`src/rtl/pipe_hazard_if.sv`:
```
//------------------------------------------------------------------------
// pipe_hazard_if - pipeline <-> hazard sequencer signal bundle. Rev 1.0
//------------------------------------------------------------------------
`default_nettype none

interface pipe_hazard_if;
  logic [4:0] id_rs1;
  logic [4:0] id_rs2;
  logic       ex_memread;
  logic [4:0] ex_rd;
  logic       ex_redirect;
  logic       ex_halt;
  logic       mem_req;
  logic       dmem_ready;

  logic       pc_en;
  logic       ifid_en;
  logic       idex_en;
  logic       exmem_en;
  logic       memwb_en;
  logic       ifid_flush;
  logic       idex_flush;
  logic       memwb_flush;
  logic       dmem_valid;
  logic       halted;

  // master: the hazard sequencer, which drives the pipeline controls
  modport master (
    input  id_rs1, id_rs2, ex_memread, ex_rd, ex_redirect, ex_halt,
           mem_req, dmem_ready,
    output pc_en, ifid_en, idex_en, exmem_en, memwb_en,
           ifid_flush, idex_flush, memwb_flush, dmem_valid, halted
  );

  modport slave (
    output id_rs1, id_rs2, ex_memread, ex_rd, ex_redirect, ex_halt,
           mem_req, dmem_ready,
    input  pc_en, ifid_en, idex_en, exmem_en, memwb_en,
           ifid_flush, idex_flush, memwb_flush, dmem_valid, halted
  );
endinterface

`default_nettype wire

```
`src/rtl/pipe_hazard_ctrl.sv`:
```
//------------------------------------------------------------------------
// pipe_hazard_ctrl - 5-stage pipeline stall/flush/halt sequencer. Rev 1.0
//------------------------------------------------------------------------
`default_nettype none

module pipe_hazard_ctrl #(
  parameter int MEM_TIMEOUT = 64,
  parameter int STALL_CNT_W = 16
) (
  input  logic                   clk,
  input  logic                   rst_n,
  pipe_hazard_if.master          hz,
  output logic                   mem_err_o,
  output logic [STALL_CNT_W-1:0] stall_cnt_o
);

  typedef enum logic [1:0] {
    S_RUN      = 2'd0,
    S_MEM_WAIT = 2'd1,
    S_DRAIN    = 2'd2,
    S_HALTED   = 2'd3
  } state_e;

  localparam logic [7:0] C_WAIT_LAST = 8'(MEM_TIMEOUT - 1);

  state_e                 state_q, state_d;
  logic [1:0]             drain_cnt_q, drain_cnt_d;
  logic [7:0]             wait_cnt_q, wait_cnt_d;
  logic                   mem_err_q, mem_err_d;
  logic [STALL_CNT_W-1:0] stall_cnt_q, stall_cnt_d;
  logic                   mem_stall;
  logic                   load_use;

  assign mem_stall = hz.mem_req && !hz.dmem_ready;
  assign load_use  = hz.ex_memread && (hz.ex_rd != 5'd0) &&
                     ((hz.ex_rd == hz.id_rs1) || (hz.ex_rd == hz.id_rs2));

  always_comb begin
    state_d        = state_q;
    drain_cnt_d    = drain_cnt_q;
    wait_cnt_d     = wait_cnt_q;
    mem_err_d      = mem_err_q;
    hz.pc_en       = 1'b1;
    hz.ifid_en     = 1'b1;
    hz.idex_en     = 1'b1;
    hz.exmem_en    = 1'b1;
    hz.memwb_en    = 1'b1;
    hz.ifid_flush  = 1'b0;
    hz.idex_flush  = 1'b0;
    hz.memwb_flush = 1'b0;
    hz.dmem_valid  = 1'b0;
    hz.halted      = 1'b0;

    unique case (state_q)
      S_RUN: begin
        hz.dmem_valid = hz.mem_req;
        if (mem_stall) begin
          hz.pc_en       = 1'b0;
          hz.ifid_en     = 1'b0;
          hz.idex_en     = 1'b0;
          hz.exmem_en    = 1'b0;
          hz.memwb_flush = 1'b1;
          wait_cnt_d     = 8'd0;
          state_d        = S_MEM_WAIT;
        end else if (hz.ex_redirect) begin
          hz.ifid_flush = 1'b1;
          hz.idex_flush = 1'b1;
        end else if (hz.ex_halt) begin
          hz.pc_en      = 1'b0;
          hz.ifid_en    = 1'b0;
          hz.idex_flush = 1'b1;
          drain_cnt_d   = 2'd2;
          state_d       = S_DRAIN;
        end else if (load_use) begin
          hz.pc_en      = 1'b0;
          hz.ifid_en    = 1'b0;
          hz.idex_flush = 1'b1;
        end
      end

      S_MEM_WAIT: begin
        hz.dmem_valid = 1'b1;
        // The completing cycle releases the pipe without looking at EX
        if (hz.dmem_ready) begin
          state_d = S_RUN;
        end else begin
          hz.pc_en       = 1'b0;
          hz.ifid_en     = 1'b0;
          hz.idex_en     = 1'b0;
          hz.exmem_en    = 1'b0;
          hz.memwb_flush = 1'b1;
          if (wait_cnt_q == C_WAIT_LAST) begin
            mem_err_d = 1'b1;
            state_d   = S_HALTED;
          end else begin
            wait_cnt_d = wait_cnt_q + 8'd1;
          end
        end
      end

      S_DRAIN: begin
        hz.pc_en      = 1'b0;
        hz.ifid_en    = 1'b0;
        hz.ifid_flush = 1'b1;
        hz.idex_flush = 1'b1;
        hz.dmem_valid = hz.mem_req;
        if (mem_stall) begin
          hz.exmem_en    = 1'b0;
          hz.memwb_flush = 1'b1;
        end else if (drain_cnt_q == 2'd1) begin
          drain_cnt_d = 2'd0;
          state_d     = S_HALTED;
        end else begin
          drain_cnt_d = drain_cnt_q - 2'd1;
        end
      end

      default: begin
        hz.pc_en    = 1'b0;
        hz.ifid_en  = 1'b0;
        hz.idex_en  = 1'b0;
        hz.exmem_en = 1'b0;
        hz.memwb_en = 1'b0;
        hz.halted   = 1'b1;
      end
    endcase

    stall_cnt_d = stall_cnt_q;
    if ((state_q != S_HALTED) && !hz.pc_en && (stall_cnt_q != {STALL_CNT_W{1'b1}}))
      stall_cnt_d = stall_cnt_q + STALL_CNT_W'(1);

    // Held in reset, every stage is frozen and loaded with bubbles
    if (!rst_n) begin
      hz.pc_en       = 1'b0;
      hz.ifid_en     = 1'b0;
      hz.idex_en     = 1'b0;
      hz.exmem_en    = 1'b0;
      hz.memwb_en    = 1'b0;
      hz.ifid_flush  = 1'b1;
      hz.idex_flush  = 1'b1;
      hz.memwb_flush = 1'b1;
      hz.dmem_valid  = 1'b0;
      hz.halted      = 1'b0;
    end
  end

  always_ff @(posedge clk or negedge rst_n) begin
    if (!rst_n) begin
      state_q     <= S_RUN;
      drain_cnt_q <= 2'd0;
      wait_cnt_q  <= 8'd0;
      mem_err_q   <= 1'b0;
      stall_cnt_q <= '0;
    end else begin
      state_q     <= state_d;
      drain_cnt_q <= drain_cnt_d;
      wait_cnt_q  <= wait_cnt_d;
      mem_err_q   <= mem_err_d;
      stall_cnt_q <= stall_cnt_d;
    end
  end

  assign mem_err_o   = mem_err_q;
  assign stall_cnt_o = stall_cnt_q;

endmodule

`default_nettype wire

```
`src/flat_wrapper.sv`:
```
// flat-port wrapper written by rule: the top's interface ports become plain ports
module pipe_hazard_ctrl_flat 
#(
  parameter int MEM_TIMEOUT = 64,
  parameter int STALL_CNT_W = 16
)
  (clk, rst_n, mem_err_o, stall_cnt_o, hz_id_rs1, hz_id_rs2, hz_ex_memread, hz_ex_rd, hz_ex_redirect, hz_ex_halt, hz_mem_req, hz_dmem_ready, hz_pc_en, hz_ifid_en, hz_idex_en, hz_exmem_en, hz_memwb_en, hz_ifid_flush, hz_idex_flush, hz_memwb_flush, hz_dmem_valid, hz_halted);
  pipe_hazard_if hz_i ();
  input  logic clk;
  input  logic rst_n;
  output logic mem_err_o;
  output logic [STALL_CNT_W-1:0] stall_cnt_o;
  input wire logic [$bits(hz_i.id_rs1)-1:0] hz_id_rs1;
  input wire logic [$bits(hz_i.id_rs2)-1:0] hz_id_rs2;
  input wire logic [$bits(hz_i.ex_memread)-1:0] hz_ex_memread;
  input wire logic [$bits(hz_i.ex_rd)-1:0] hz_ex_rd;
  input wire logic [$bits(hz_i.ex_redirect)-1:0] hz_ex_redirect;
  input wire logic [$bits(hz_i.ex_halt)-1:0] hz_ex_halt;
  input wire logic [$bits(hz_i.mem_req)-1:0] hz_mem_req;
  input wire logic [$bits(hz_i.dmem_ready)-1:0] hz_dmem_ready;
  output wire logic [$bits(hz_i.pc_en)-1:0] hz_pc_en;
  output wire logic [$bits(hz_i.ifid_en)-1:0] hz_ifid_en;
  output wire logic [$bits(hz_i.idex_en)-1:0] hz_idex_en;
  output wire logic [$bits(hz_i.exmem_en)-1:0] hz_exmem_en;
  output wire logic [$bits(hz_i.memwb_en)-1:0] hz_memwb_en;
  output wire logic [$bits(hz_i.ifid_flush)-1:0] hz_ifid_flush;
  output wire logic [$bits(hz_i.idex_flush)-1:0] hz_idex_flush;
  output wire logic [$bits(hz_i.memwb_flush)-1:0] hz_memwb_flush;
  output wire logic [$bits(hz_i.dmem_valid)-1:0] hz_dmem_valid;
  output wire logic [$bits(hz_i.halted)-1:0] hz_halted;
  assign hz_i.id_rs1 = hz_id_rs1;
  assign hz_i.id_rs2 = hz_id_rs2;
  assign hz_i.ex_memread = hz_ex_memread;
  assign hz_i.ex_rd = hz_ex_rd;
  assign hz_i.ex_redirect = hz_ex_redirect;
  assign hz_i.ex_halt = hz_ex_halt;
  assign hz_i.mem_req = hz_mem_req;
  assign hz_i.dmem_ready = hz_dmem_ready;
  assign hz_pc_en = hz_i.pc_en;
  assign hz_ifid_en = hz_i.ifid_en;
  assign hz_idex_en = hz_i.idex_en;
  assign hz_exmem_en = hz_i.exmem_en;
  assign hz_memwb_en = hz_i.memwb_en;
  assign hz_ifid_flush = hz_i.ifid_flush;
  assign hz_idex_flush = hz_i.idex_flush;
  assign hz_memwb_flush = hz_i.memwb_flush;
  assign hz_dmem_valid = hz_i.dmem_valid;
  assign hz_halted = hz_i.halted;
  pipe_hazard_ctrl #(.MEM_TIMEOUT(MEM_TIMEOUT), .STALL_CNT_W(STALL_CNT_W)) u_core (.clk(clk), .rst_n(rst_n), .hz(hz_i), .mem_err_o(mem_err_o), .stall_cnt_o(stall_cnt_o));
endmodule
```
`config.mk`:
```
export PLATFORM = sky130hd
export DESIGN_NAME = pipe_hazard_ctrl_flat
export DESIGN_NICKNAME = d
export VERILOG_FILES = /design/src/rtl/pipe_hazard_if.sv /design/src/rtl/pipe_hazard_ctrl.sv /design/src/flat_wrapper.sv
export SDC_FILE = /design/constraint.sdc
export NUM_CORES = 1
export LEC_CHECK = 0
export CELL_PAD_IN_SITES_DETAIL_PLACEMENT = 1
export CELL_PAD_IN_SITES_GLOBAL_PLACEMENT = 2
export CORE_ASPECT_RATIO = 1.25
export CORE_MARGIN = 2
export CORE_UTILIZATION = 32
export CTS_BUF_LIST = sky130_fd_sc_hd__clkbuf_2
export DETAILED_ROUTE_END_ITERATION = 8
export GPL_ROUTABILITY_DRIVEN = 1
export PLACE_DENSITY = 0.93
export REMOVE_ABC_BUFFERS = 1
export SLEW_MARGIN = 20
export SYNTH_ARGS = -nofsm -noshare
export SYNTH_HDL_FRONTEND = slang
export SYNTH_SLANG_ARGS = --single-unit
```
`constraint.sdc`:
```
create_clock -name clk -period 6.7 [get_ports clk]
set_input_delay 1.005 -clock clk [delete_from_list [all_inputs] [get_ports clk]]
set_output_delay 1.005 -clock clk [all_outputs]
set_load 0.02 [all_outputs]
```
==> flow_summary.ini <==
[outcome]
status = finished clean

[timing]
fmax_mhz = 219
timing.slew.headroom_pct = 54.9
finalSetupTns_ns = 0
clock_skew_ns = 0.0214
finalSetupViolCount = 0
final-max-slew-violation-count = 0
rsz0062_at_grt = no
worst_pin_slew_ns = 0.671
finalHoldViolations = 0
post-route-period-util_pct = 68.2
layout_min_cycle_time_ns = 4.57

[cts]
cts_root_buf = clkbuf_2
cts_tree = built
clk_pin_slew_ns = 0.15
cts_buffer_depth = 2
htree_levels = 2
cts_resized = 0
clock-sinks = 29
cts_setup_buffers = 0
cts_buffers = 5
clk_latency_ns = 0.37
hold_buffers = 0

[critical_path]
critical-path-max-stage-delay_ns = 0.67
worstPathMaxFanout = 3
r2r-start = u_core.state_q[1]
crit_path_cell_trace = clkdlybuf4s50_1 -> or4_1 -> o21a_1 -> a21oi_1 -> o21ai_0 -> a211oi_1 -> clkdlybuf4s50_1
crit_top_cell = clkdlybuf4s50_1
critPathCaptureType = primary output
path_class = in -> out
cp-startpoint = hz_ex_rd[0]
cp_num_buf_inv = 2
cp_slowest_cell = clkdlybuf4s50_1
critPathTopFamily = buffers and inverters
required_ns = 5.69
startpoint_type = input port
critPathArrivalTime_ns = 3.56

[die]
die_area_sq_mm = 0.00656
io_pins = 49
coreArea_sq_mm = 0.00578
fp-row-count = 31
start_util_pct = 32.8
die_height_um = 90.1
die_w_um = 72.9

[layout]
final_common_cell = clkdlybuf4s50_1
layout-drive-gt1-share_pct = 5.84
final_core_util_pct = 42.8
final_cell_mix = clkdlybuf4s50_1 (48), dfrtp_1 (29), xnor2_1 (25), nor2_1 (21), nand2_1 (18)
fin_nets = 285
design_area_sq_mm = 0.00247
syn2layout_area_growth_pct = 30.5
fillers = 684
num_antenna_cells = 0

[power_and_ir_drop]
power.internal_mw = 0.467
clkPwrFrac_pct = 15.0
cellLeakagePower_nw = 1.02
worst_ir_drop_vdd_mv = 0.196
seq_power_share_pct = 31.7
power_switching_mw = 0.372
power_frac_comb_pct = 53.3
p_per_area_mw_per_mm2 = 339
swShare_pct = 44.3

[run]
maxCapViolCount = 0

[route]
dr.pass1.iters = 4
wire_per_inst_um = 15.0
vias_per_cell = 5.20
drtIter0Drc = 43
ant_nets = 0
vias = 1678
drc = 0
routed_wl_um = 4840

[yosys]
yosys_warnings = 0
ys_ff_latch = 29
avgSynthCellArea_sq_um = 9.12
synth_ff_type = dfrtp_1
synthCells = 208
synth_edf_count = 0
netlist_area_sq_mm = 0.00190
synth.distinct_cells = 45
ys_seq_area_share_pct = 38.3
synthArstFlopShare_pct = 100

[grt]
grt_pass1_wl_um = 8060
first_global_vias = 1752
gr-total-overflow = 0
antenna_found_initial = 0
grt_max_degree = 34
track_usage_pct = 15.5

[placement]
postPlaceCellArea_sq_mm = 0.00241
placement.io_buffers = 48
dp_hpwl_um = 3750
gp_congestion = 0.772

[min_path]
hold_path_startpoint = u_core.mem_err_o
hold_class = reg -> reg
## sequential cells by signal, indices dropped and copies added, names as in the netlist
name                count
u_core.stall_cnt_o     16
u_core.wait_cnt_q       8
u_core.mem_err_o        1
u_core.state_q          2
u_core.drain_cnt_q      2
## layer usage
layer / up-vias / track usage (%) / part of all wire [%]
met5: - / 0 / 0
met4: 0 / 5.09 / 1.3
li1: 817 / - / -
met1: 804 / 18.6 / 43
met2: 51 / 26.1 / 48
met3: 6 / 4.37 / 7.0
## cell families (layout without fill, tap and decap cells)
logic type	after synthesis	in the layout	synth area share, %
simple gates	77	77	20.6
compound gates	44	44	15.3
xor+xnor	31	31	14.3
flops	29	29	38.3
buf+inv	16	65	4.68
fa+ha+maj	7	7	4.62
mux	4	4	2.24
## cell usage after synthesis (2+ instances only)
| cell type | count | share of area, % |
|---|---|---|
| a21o_1 | 2 | 0.79 |
| a21oi_1 | 5 | 1.3 |
| and2_1 | 3 | 0.99 |
| and3_1 | 4 | 1.3 |
| buf_6 | 3 | 1.8 |
| clkbuf_1 | 2 | 0.40 |
| dfrtp_1 | 29 | 38 |
| ha_1 | 7 | 4.6 |
| inv_1 | 8 | 1.6 |
| mux2_2 | 2 | 1.2 |
| mux2i_1 | 2 | 1.1 |
| nand2_1 | 18 | 3.6 |
| nand2b_1 | 3 | 0.99 |
| nand3_1 | 7 | 1.8 |
| nand3b_1 | 2 | 0.79 |
| nand4_1 | 3 | 0.99 |
| nor2_1 | 21 | 4.2 |
| nor2b_1 | 5 | 1.6 |
| nor3_1 | 4 | 1.1 |
| o2111ai_1 | 4 | 1.8 |
| o21ai_0 | 12 | 3.2 |
| o21ai_1 | 9 | 2.4 |
| or3_1 | 2 | 0.66 |
| xnor2_1 | 25 | 12 |
| xor2_1 | 6 | 2.8 |
## final timing paths
kind	endpoint	slack (ns)	cells after the start
setup / recovery	hz_ifid_en	2.13	7
hold / removal	u_core.mem_err_o	0.49	1
setup reg to reg	u_core.wait_cnt_q[7]	4.27	8
hold reg to reg	u_core.mem_err_o	0.49	1
max in group asynchronous	u_core.state_q[0]	5.39	2
min in group asynchronous	u_core.stall_cnt_o[0]	1.01	2
## worst register-to-register path, cell delays in order, from the launching register on
cell,delay [ns]
dfrtp_1,0.48
inv_1,0.15
ha_1,0.36
nor2_1,0.17
or3_1,0.39
a21oi_1,0.38
nand4_1,0.16
xor2_1,0.17
nor2_1,0.05
## final cells by class
type,instances,area [sq um],share of cell area (%)
Timing Repair Buffer,49,488,19.7
Clock inverter,3,41.3,1.67
Multi-Input combinational cell,163,1080,43.7
Inverter,8,30.0,1.21
Clock buffer,5,25.0,1.01
Tap cell,66,82.6,3.34
Sequential cell,29,726,29.3
## through the flow
stage	power, mW	std cells	setup slack [ns]	hold slack, ns
2_1_floorplan	0.542	200	2.73	0.503
3_3_place_gp	0.706	315	2.22	0.439
3_5_place_dp	0.721	315	2.11	0.459
4_1_cts	0.848	323	2.11	0.499
5_1_grt	0.903	323	2.02	0.512
6_report	0.839	323	2.13	0.488
## power groups by stage
stage	combinational (mW)	sequential [mW]	clock, mW
6_report	0.447	0.266	0.126
5_1_grt	0.490	0.274	0.138
4_1_cts	0.452	0.266	0.130
3_5_place_dp	0.451	0.270	0
3_3_place_gp	0.438	0.267	0
2_1_floorplan	0.258	0.284	0
Power figures use the tool's default switching activity.
